==> config.mk <==
export PLATFORM = sky130hd
export DESIGN_NAME = tinyalu_cmd_seq
export DESIGN_NICKNAME = d
export VERILOG_FILES = /design/src/rtl/tinyalu_pkg.sv /design/src/rtl/tinyalu_cmd_fifo.sv /design/src/rtl/tinyalu_cmd_seq.sv
export SDC_FILE = /design/constraint.sdc
export NUM_CORES = 1
export LEC_CHECK = 0
export ABC_CLOCK_PERIOD_IN_PS = 2700
export CORE_ASPECT_RATIO = 1.4
export CORE_MARGIN = 10
export CORE_UTILIZATION = 48
export CTS_CLUSTER_SIZE = 25
export DETAILED_ROUTE_END_ITERATION = 7
export PLACE_DENSITY_LB_ADDON = 0.2
export SETUP_SLACK_MARGIN = 0.05
export SLEW_MARGIN = 20
export SYNTH_ARGS = -nofsm -noshare
export SYNTH_HDL_FRONTEND = slang
export SYNTH_SLANG_ARGS = --single-unit
==> constraint.sdc <==
create_clock -name clk -period 2.7 [get_ports clk]
set_input_delay 0.54 -clock clk [delete_from_list [all_inputs] [get_ports clk]]
set_output_delay 0.54 -clock clk [all_outputs]
set_load 0.02 [all_outputs]
==> src/rtl/tinyalu_pkg.sv <==
// Shared types and constants for the TinyALU command sequencer.
package tinyalu_pkg;

   localparam int ALU_W = 8;
   localparam int RES_W = 16;
   localparam int OP_W  = 3;

   // Opcodes 5..7 have no enum member; they travel as raw codes and are
   // reported as illegal.
   typedef enum logic [OP_W-1:0] {
      OP_NOP = 3'd0,
      OP_ADD = 3'd1,
      OP_AND = 3'd2,
      OP_XOR = 3'd3,
      OP_MUL = 3'd4
   } alu_op_e;

   typedef struct packed {
      logic [ALU_W-1:0] a;
      logic [ALU_W-1:0] b;
      logic [OP_W-1:0]  op;
   } cmd_t;

   typedef enum logic [1:0] {
      ST_IDLE  = 2'd0,
      ST_ISSUE = 2'd1,
      ST_DRAIN = 2'd2,
      ST_HOLD  = 2'd3
   } seq_state_e;

   // True for opcodes that need the external ALU.
   function automatic logic op_uses_alu(input logic [OP_W-1:0] op);
      return (op != 3'(OP_NOP)) && (op <= 3'(OP_MUL));
   endfunction

endpackage

==> src/rtl/tinyalu_cmd_fifo.sv <==
// Command queue for the TinyALU sequencer: power-of-two depth, generic
// element type, combinational head. A push while full is accepted only when
// a pop happens on the same edge, leaving occupancy unchanged.
module tinyalu_cmd_fifo #(
   parameter int  DEPTH = 4,
   parameter type T     = logic [7:0]
) (
   input  logic clk_i,
   input  logic reset_i,
   input  logic push_i,
   input  T     data_i,
   input  logic pop_i,
   output T     data_o,
   output logic full_o,
   output logic empty_o
);

   localparam int AW = $clog2(DEPTH);

   T               mem_q [DEPTH];
   logic [AW:0]    wr_ptr_q;
   logic [AW:0]    rd_ptr_q;
   logic           do_push;
   logic           do_pop;

   assign empty_o = (wr_ptr_q == rd_ptr_q);
   assign full_o  = (wr_ptr_q[AW] != rd_ptr_q[AW]) &&
                    (wr_ptr_q[AW-1:0] == rd_ptr_q[AW-1:0]);
   assign do_pop  = pop_i && !empty_o;
   assign do_push = push_i && (!full_o || do_pop);
   assign data_o  = mem_q[rd_ptr_q[AW-1:0]];

   // Pointer update; the extra MSB tells full from empty.
   always_ff @(posedge clk_i) begin
      if (reset_i) begin
         wr_ptr_q <= '0;
         rd_ptr_q <= '0;
      end else begin
         if (do_push) wr_ptr_q <= wr_ptr_q + 1'b1;
         if (do_pop)  rd_ptr_q <= rd_ptr_q + 1'b1;
      end
   end

   // Storage write; contents need no reset since the pointers gate reads.
   always_ff @(posedge clk_i) begin
      if (do_push) mem_q[wr_ptr_q[AW-1:0]] <= data_i;
   end

endmodule

==> src/rtl/tinyalu_cmd_seq.sv <==
// TinyALU command sequencer: queues {a,b,op} commands, issues them to an
// external ALU one at a time and returns each result through a single-entry
// output register with a valid/ready handshake.
//
// Optional build macro TINYALU_SEQ_WATCHDOG_EN adds an ISSUE-state timeout
// that emits an error result and parks in HOLD for one cycle.
//
// state | meaning
// IDLE  | fetch queue head into the staging register, then issue or
//       | answer NOP/illegal directly
// ISSUE | alu_start held high with stable operands until alu_done
// DRAIN | wait for alu_done to drop before the next command
// HOLD  | one-cycle park after a watchdog timeout
module tinyalu_cmd_seq
   import tinyalu_pkg::*;
#(
   parameter int FIFO_DEPTH     = 4,
   parameter int TIMEOUT_CYCLES = 15
) (
   input  logic             clk,
   input  logic             reset,
   input  logic             cmd_valid,
   output logic             cmd_ready,
   input  logic [ALU_W-1:0] cmd_a,
   input  logic [ALU_W-1:0] cmd_b,
   input  logic [OP_W-1:0]  cmd_op,
   output logic [ALU_W-1:0] alu_a,
   output logic [ALU_W-1:0] alu_b,
   output logic [OP_W-1:0]  alu_op,
   output logic             alu_start,
   input  logic             alu_done,
   input  logic [RES_W-1:0] alu_result,
   output logic             res_valid,
   input  logic             res_ready,
   output logic [RES_W-1:0] res_data,
   output logic [OP_W-1:0]  res_op,
   output logic             res_err,
   output logic             busy
);

   if (FIFO_DEPTH < 2 || (FIFO_DEPTH & (FIFO_DEPTH - 1)) != 0 ||
       TIMEOUT_CYCLES < 1) begin : g_bad_param
      $error("tinyalu_cmd_seq: FIFO_DEPTH must be a power of two >= 2, TIMEOUT_CYCLES >= 1");
   end

   seq_state_e       state_q;
   cmd_t             stg_q;
   logic             stg_vld_q;
   logic [ALU_W-1:0] alu_a_q;
   logic [ALU_W-1:0] alu_b_q;
   logic [OP_W-1:0]  alu_op_q;
   logic             alu_start_q;
   logic             res_valid_q;
   logic [RES_W-1:0] res_data_q;
   logic [OP_W-1:0]  res_op_q;
   logic             res_err_q;

   cmd_t             fifo_in;
   cmd_t             fifo_head;
   logic             fifo_full;
   logic             fifo_empty;
   logic             fifo_push;
   logic             fifo_pop;

`ifdef TINYALU_SEQ_WATCHDOG_EN
   localparam int WD_W = (TIMEOUT_CYCLES > 1) ? $clog2(TIMEOUT_CYCLES) : 1;
   logic [WD_W-1:0] wd_q;
`endif

   assign cmd_ready    = !fifo_full && !reset;
   assign fifo_push    = cmd_valid && cmd_ready;
   assign fifo_in.a    = cmd_a;
   assign fifo_in.b    = cmd_b;
   assign fifo_in.op   = cmd_op;

   // The head is only taken when nothing waits in staging or in the output
   // register, so an issued command always has somewhere to land.
   assign fifo_pop = (state_q == ST_IDLE) && !stg_vld_q && !fifo_empty &&
                     !res_valid_q;

   tinyalu_cmd_fifo #(
      .DEPTH (FIFO_DEPTH),
      .T     (cmd_t)
   ) u_fifo (
      .clk_i   (clk),
      .reset_i (reset),
      .push_i  (fifo_push),
      .data_i  (fifo_in),
      .pop_i   (fifo_pop),
      .data_o  (fifo_head),
      .full_o  (fifo_full),
      .empty_o (fifo_empty)
   );

   // Sequencer FSM with all ALU and result outputs registered.
   always_ff @(posedge clk) begin
      if (reset) begin
         state_q     <= ST_IDLE;
         stg_q       <= '0;
         stg_vld_q   <= 1'b0;
         alu_a_q     <= '0;
         alu_b_q     <= '0;
         alu_op_q    <= '0;
         alu_start_q <= 1'b0;
         res_valid_q <= 1'b0;
         res_data_q  <= '0;
         res_op_q    <= '0;
         res_err_q   <= 1'b0;
`ifdef TINYALU_SEQ_WATCHDOG_EN
         wd_q        <= '0;
`endif
      end else begin
         if (res_valid_q && res_ready) res_valid_q <= 1'b0;

         unique case (state_q)
            ST_IDLE: begin
               if (stg_vld_q) begin
                  stg_vld_q <= 1'b0;
                  if (op_uses_alu(stg_q.op)) begin
                     alu_a_q     <= stg_q.a;
                     alu_b_q     <= stg_q.b;
                     alu_op_q    <= stg_q.op;
                     alu_start_q <= 1'b1;
                     state_q     <= ST_ISSUE;
`ifdef TINYALU_SEQ_WATCHDOG_EN
                     wd_q        <= WD_W'(TIMEOUT_CYCLES - 1);
`endif
                  end else begin
                     // NOP and illegal codes never reach the ALU.
                     res_data_q  <= '0;
                     res_op_q    <= stg_q.op;
                     res_err_q   <= (stg_q.op != 3'(OP_NOP));
                     res_valid_q <= 1'b1;
                  end
               end else if (fifo_pop) begin
                  stg_q     <= fifo_head;
                  stg_vld_q <= 1'b1;
               end
            end
            ST_ISSUE: begin
               if (alu_done) begin
                  res_data_q  <= alu_result;
                  res_op_q    <= alu_op_q;
                  res_err_q   <= 1'b0;
                  res_valid_q <= 1'b1;
                  alu_start_q <= 1'b0;
                  state_q     <= ST_DRAIN;
               end
`ifdef TINYALU_SEQ_WATCHDOG_EN
               else if (wd_q == '0) begin
                  res_data_q  <= '0;
                  res_op_q    <= alu_op_q;
                  res_err_q   <= 1'b1;
                  res_valid_q <= 1'b1;
                  alu_start_q <= 1'b0;
                  state_q     <= ST_HOLD;
               end else begin
                  wd_q <= wd_q - 1'b1;
               end
`endif
            end
            ST_DRAIN: begin
               if (!alu_done) state_q <= ST_IDLE;
            end
            ST_HOLD: begin
               state_q <= ST_DRAIN;
            end
            default: state_q <= ST_IDLE;
         endcase
      end
   end

   assign alu_a     = alu_a_q;
   assign alu_b     = alu_b_q;
   assign alu_op    = alu_op_q;
   assign alu_start = alu_start_q;
   assign res_valid = res_valid_q;
   assign res_data  = res_data_q;
   assign res_op    = res_op_q;
   assign res_err   = res_err_q;
   assign busy      = (state_q != ST_IDLE) || stg_vld_q || !fifo_empty;

endmodule

==> impl_metrics.toml, run 1 <==
[worst_setup_path]
end_kind = "output pin"
cp.arrival_ns = 1.95
cp_max_fo = 10
r2r_cells = 6
slowest_stage = "clkdlybuf4s50_1"
slowest_delay_ns = 0.57
required_ns = 2.16
crit_chain = "buf_4, xnor2_1, nand4_1, clkdlybuf4s50_1"
critPathLaunchType = "flip-flop"
worstSetupPathType = "flip-flop to output pin"

[clock_network]
clkLatencyLatePin_ns = 0.41
postCtsSetupBuffers = 0
cts_tree = "yes"
cts_max_level = 4
root_buffer = "clkbuf_16"
path_clk_slew_ns = 0.06
numClockSinks = 145
cts_buffers = 17
clockBufferDepth = 2

[routing]
drt-pass1-iter-count = 4
totalWireLength_um = 11300
vias_per_cell = 5.17
drc_errors = 0
vias = 3296
routedWlPerCell_um = 17.7
drtAntennaViolNets = 0
drt_iter0_drc = 175

[finish]
areaGrowthSynthToFinish_pct = 30.4
seqCellArea_um2 = 3660
finish.utilization = 0.633
fillCellCount = 847
multi_input_area_um2 = 1650
fin_nets = 526
layout_commonest_cell = "clkdlybuf4s50_1"
final_cell_mix = "clkdlybuf4s50_1, edfxtp_1, dfxtp_1"
post_route_cells_drive_above_1_share = 0.158
instances_no_fill = 637
n_antenna_cell = 0

[timing]
hold-worst-slack_ns = 0.451
worst_pin_slew_ns = 0.751
finalSetupViolCount = 0
slew_headroom = 0.497
slew_viol_final = 0
max_freq_mhz = 401
rsz0062_at_grt = "false"
final_hold_viol_count = 0
clock_skew_ns = 0.00469
min_period_over_period = 0.924
final.min_clock_period_ns = 2.49

[synth]
synthDistinctLibCells = 40
ys_seq_area_frac = 0.672
ys_ff_latch = 145
synth_top_area_cell = "edfxtp_1"
synth_fp_nets = 436
synth_edf_count = 76
synth_area_leaders = "edfxtp_1, dfxtp_1, mux4_2, mux2i_1, nor2_1"
ys_warn_count = 0
syn_inst = 390
synthFlopType = "edfxtp_1"
async_reset_ff_frac = 0
netlist.area_leader.share = 0.419
syn_area_um2 = 5450
syn_avg_cell_area_um2 = 14.0

[floorplanning]
die_width_um = 110
core-area_um2 = 11200
row_count = 46
io_pins = 83
dieArea_um2 = 16100
initial_core_util = 0.486
die_h_um = 146

[power]
p_leak_nw = 2.43
pwr_density_cell_nw_per_um2 = 1020
vdd_drop_max_mv = 0.544

[grt]
antenna_found_initial = 0
grt_max_degree = 45
grt_pass1_wl_um = 18100
gr-total-overflow = 0
grt_pass1_vias = 3396
grt_usage = 0.148

[placed_design]
place_congestion = 0.774
dp_hpwl_um = 7550
io_buffer_count = 82
post-place-cells = 605

[worst_hold_path]
hp-class = "flip-flop to flip-flop"
whs_path_depth = 2

[run_status]
status = "finished, final reports clean"

[run]
drv_cap = 0
==> synthesized netlist by cell type, types with 2 or more instances <==
cell / n
a211oi_1: 3
a21oi_1: 26
a22oi_1: 16
buf_2: 5
buf_6: 4
clkbuf_1: 12
dfxtp_1: 69
edfxtp_1: 76
ha_1: 6
inv_1: 3
mux2i_1: 23
mux4_2: 19
nand2_1: 40
nand2b_1: 3
nor2_1: 48
nor3_1: 3
nor3b_1: 4
o21ai_0: 2
xnor2_1: 5
xor2_1: 3
==> flip-flops by register name, summed over array words and instances (netlist names) <==
| name | flops |
|---|---|
| res_err | 1 |
| res_data | 16 |
| u_fifo.rd_ptr_q | 3 |
| res_valid | 1 |
| stg_q | 19 |
| alu_a | 8 |
| alu_b | 8 |
| u_fifo.mem_q | 76 |
| alu_op | 3 |
| state_q | 2 |
| alu_start | 1 |
| u_fifo.wr_ptr_q | 3 |
| res_op | 3 |
| stg_vld_q | 1 |
==> cells by family (layout without fill, tap and decap cells) <==
kind of cell | after synthesis | count (layout) | synth area share
and+or+nand+nor | 107 | 107 | 0.0854
muxes | 42 | 42 | 0.121
xor gates and xnor gates | 8 | 8 | 0.0129
DFF | 145 | 145 | 0.672
adders and majority gates | 6 | 6 | 0.0138
AOI/OAI and AO/OA | 53 | 53 | 0.0645
buffers and inverters | 29 | 132 | 0.0303
==> critical path: cells and delay by family, from the launching register on <==
| kind | cells | cell delay, ns |
|---|---|---|
| buffers and inverters | 2 | 0.81 |
| DFF | 1 | 0.40 |
| xor gates and xnor gates | 1 | 0.20 |
| and+or+nand+nor | 1 | 0.13 |
==> layout make-up <==
type,count,area share
flip-flops and latches,145,0.516
multi-input cells,216,0.232
well taps,144,0.0254
inverters,4,0.00211
repair buffers,96,0.131
clock buffers,17,0.0599
clock inverters,15,0.0338
==> what timing repair did <==
item / in CTS / in global routing
endpoints found under the setup margin: 0 / 1
resized for setup: 0 / 1
hold endpoints to repair: 0 / 0
hold buffers: 0 / 0
==> worst paths after layout <==
check	endpoint	slack (ns)	startpoint
worst max register to register	res_op[2]$_SDFFE_PP0P_	0.59	stg_q[0]$_SDFFE_PP0P_
worst min-delay path	alu_b[1]$_SDFFE_PP0P_	0.45	alu_b[1]$_SDFFE_PP0P_
worst max-delay path	busy	0.21	u_fifo.rd_ptr_q[1]$_SDFFE_PP0P_
worst min register to register	alu_b[1]$_SDFFE_PP0P_	0.45	alu_b[1]$_SDFFE_PP0P_
==> power breakdown <==
group / internal (mW) / switching [mW]
Clock: 1.73 / 0.862
Combinational: 0.892 / 0.978
Sequential: 2.59 / 0.164
Total: 5.21 / 2.00
==> stage by stage <==
| step | power [mW] | setup WS (ns) | area, um2 | setup TNS (ns) |
|---|---|---|---|---|
| final | 7.21 | 0.206 | 7110 | 0 |
| after global routing | 7.55 | 0.0884 | 7110 | 0 |
| after CTS | 7.27 | 0.190 | 7100 | 0 |
| after detailed placement | 4.67 | 0.616 | 6430 | 0 |
| after global placement | 4.64 | 0.644 | 6430 | 0 |
| after floorplan | 4.12 | -0.167 | 5450 | -12.11 |
==> layer usage <==
layer / part of all wire / wire (um) / GRT usage
met5: 0 / 0 / 0
met4: 0.0067 / 76 / 0.0490
met3: 0.069 / 779 / 0.0515
met2: 0.51 / 5780 / 0.248
met1: 0.41 / 4630 / 0.168
No activity file was read; power rests on OpenSTA's default activity.
==> run 2: changes to the inputs <==
Settings changed: ABC_CLOCK_PERIOD_IN_PS 2700 to 2040, RECOVER_POWER from default to 100.
Clock period 2.7 ns to 2.04 ns, I/O delays scaled along.
==> run 2 against run 1 <==
Compared with the run above:
- routed wire length up 1.7%
- largest cell class unchanged
- design area rose by 1.4%
- sequential cell count unchanged
- critical path depth fell by 1
- global-route usage hardly changed
- register-to-register slack lost 0.44 ns
- largest power group unchanged
- clock power grew 17%
- non-clock buffer count increased by 11
- sequential share of layout area fell by 0.70 points
- hold slack worse by 0.00079 ns
==> impl_metrics.toml, run 2 (synthesis gave the netlist of run 1 again) <==
[timing]
slew_viol_final = 0
tns_ns = 0
max_freq_mhz = 515
finalSetupViolCount = 0
hold-worst-slack_ns = 0.451
final_hold_viol_count = 0
worst_pin_slew_ns = 0.765
min_period_over_period = 0.951
final.min_clock_period_ns = 1.94
slew_headroom = 0.490
final.setup.worst_slack_ns = 0.0990
rsz0062_at_grt = "false"
clock_skew_ns = 0.00518

[power]
seq_power_share = 0.394
vdd_drop_max_mv = 0.647
switching_share = 0.300
p_comb_frac = 0.281
p_leak_nw = 2.62
pwr_density_cell_nw_per_um2 = 1290
switchingPower_mw = 2.78
p_int_mw = 6.50
clockPowerShare = 0.325

[routing]
drtAntennaViolNets = 0
routedWlPerCell_um = 17.7
drc_errors = 0
drt-pass1-iter-count = 4
vias_per_cell = 5.22
totalWireLength_um = 11500
vias = 3382
drt_iter0_drc = 87

[finish]
multi_input_area_um2 = 1730
instances_no_fill = 648
n_antenna_cell = 0
post_route_cells_drive_above_1_share = 0.185
layout_commonest_cell = "edfxtp_1"
largest_reg_flops = 76
seqCellArea_um2 = 3670
areaGrowthSynthToFinish_pct = 32.3
finish.utilization = 0.642
final_cell_mix = "edfxtp_1, dfxtp_1, dlygate4sd3_1"
fillCellCount = 853
fin_nets = 537

[worst_setup_path]
cp.arrival_ns = 1.53
cp_top_family = "flip-flops"
rr_startpoint = "u_fifo.rd_ptr_q[1]$_SDFFE_PP0P_"
worstSetupPathType = "flip-flop to output pin"
required_ns = 1.63
slowest_delay_ns = 0.38
crit_chain = "xnor2_2, nand4_1, dlygate4sd2_1"
r2r_cells = 5
slowest_stage = "dfxtp_2"
critPathLaunchType = "flip-flop"
critical_path_buf_inv_count = 1
regToRegSetupSlack_ns = 0.15
worstSetupStartpoint = "u_fifo.wr_ptr_q[0]$_SDFFE_PP0P_"
cp_max_fo = 5
end_kind = "output pin"
reg2reg_to = "u_fifo.mem_q[0][15]$_DFFE_PP_"

[clock_network]
cts_tree = "yes"
clkLatencyLatePin_ns = 0.41
numClockSinks = 145
root_buffer = "clkbuf_16"
cts_buffers = 17
path_clk_slew_ns = 0.06
cts_max_level = 4
clockBufferDepth = 2

[floorplanning]
io_pins = 83
initial_core_util = 0.486
core-area_um2 = 11200
die_h_um = 146
die_width_um = 110
dieArea_um2 = 16100
row_count = 46

[placed_design]
dp_hpwl_um = 7820
post-place-cells = 612
place_congestion = 0.787
place_ws_ns = 0.0375
io_buffer_count = 82

[run]
drv_cap = 0

[grt]
grt_pass1_vias = 3467
antenna_found_initial = 0
grt_usage = 0.147
gr-total-overflow = 0
grt_pass1_wl_um = 18300
grt_max_degree = 28

[run_status]
status = "finished, final reports clean"

[worst_hold_path]
min_to = "alu_a[2]$_SDFFE_PP0P_"
whs_path_depth = 2
min_from = "alu_a[2]$_SDFFE_PP0P_"
hp-class = "flip-flop to flip-flop"
run 2: cell count changes in the layout (fill, tap and decap cells not counted), moves of 4 or more:
cell / change
dlygate4sd3_1: +60
inv_6: +4
nor3b_4: +4
clkdlybuf4s50_1: -62
bufinv_16: -4
nor3b_2: -4
run 2: worst max path at each step:
stage	endpoint	slack [ns]	cells past startpoint
after CTS	u_fifo.mem_q[0][15]$_DFFE_PP_	-0.06	5
after global placement	u_fifo.mem_q[0][14]$_DFFE_PP_	0.12	4
after global routing	res_data[3]$_SDFFE_PP0P_	0.03	7
after detailed placement	u_fifo.mem_q[0][11]$_DFFE_PP_	0.04	4
final	busy	0.1	3
after floorplan	res_data[10]$_SDFFE_PP0P_	0.10	8
run 2: through the flow:
step / cell area, um2 / power [mW]
final: 7210 / 9.28
after global placement: 6580 / 6.21
after detailed placement: 6580 / 6.29
after CTS: 7210 / 9.34
after global routing: 7210 / 9.75
after floorplan: 5500 / 5.47
run 2: metal layers:
metal	part of all wire	wire length, um	vias up	track usage
met5	0	0	-	0
met1	0.40	4590	1648	0.166
met2	0.52	5960	99	0.250
li1	-	-	1622	-
met4	0.012	133	0	0.0548
met3	0.067	772	13	0.0476
run 2: tightest hold or removal path, stage by stage (launching register included):
cell,delay [ns]
dfxtp_1,0.30
nand2_1,0.05
a21oi_1,0.05
run 2: cell type report:
| class | count | share of cell area |
|---|---|---|
| sequential | 145 | 0.509 |
| clock buffer | 17 | 0.0590 |
| clock inverter | 15 | 0.0220 |
| tap | 144 | 0.0250 |
| inverter | 4 | 0.00208 |
| multi-input combinational | 216 | 0.240 |
| timing repair buffer | 107 | 0.143 |
run 2: power by group through the flow:
stage	Sequential [mW]	Combinational (mW)	Clock (mW)
after floorplan	3.75	1.72	0
after global placement	3.68	2.54	0
after detailed placement	3.69	2.59	0
after CTS	3.65	2.62	3.06
after global routing	3.70	2.85	3.21
final	3.65	2.61	3.02
run 2: what timing repair did:
item,4_1_cts,5_1_grt
setup buffers,2,2
pin swaps,1,3
gates resized for setup,8,7
setup endpoints to repair,78,97
cloned,0,0
hold buffers,0,0
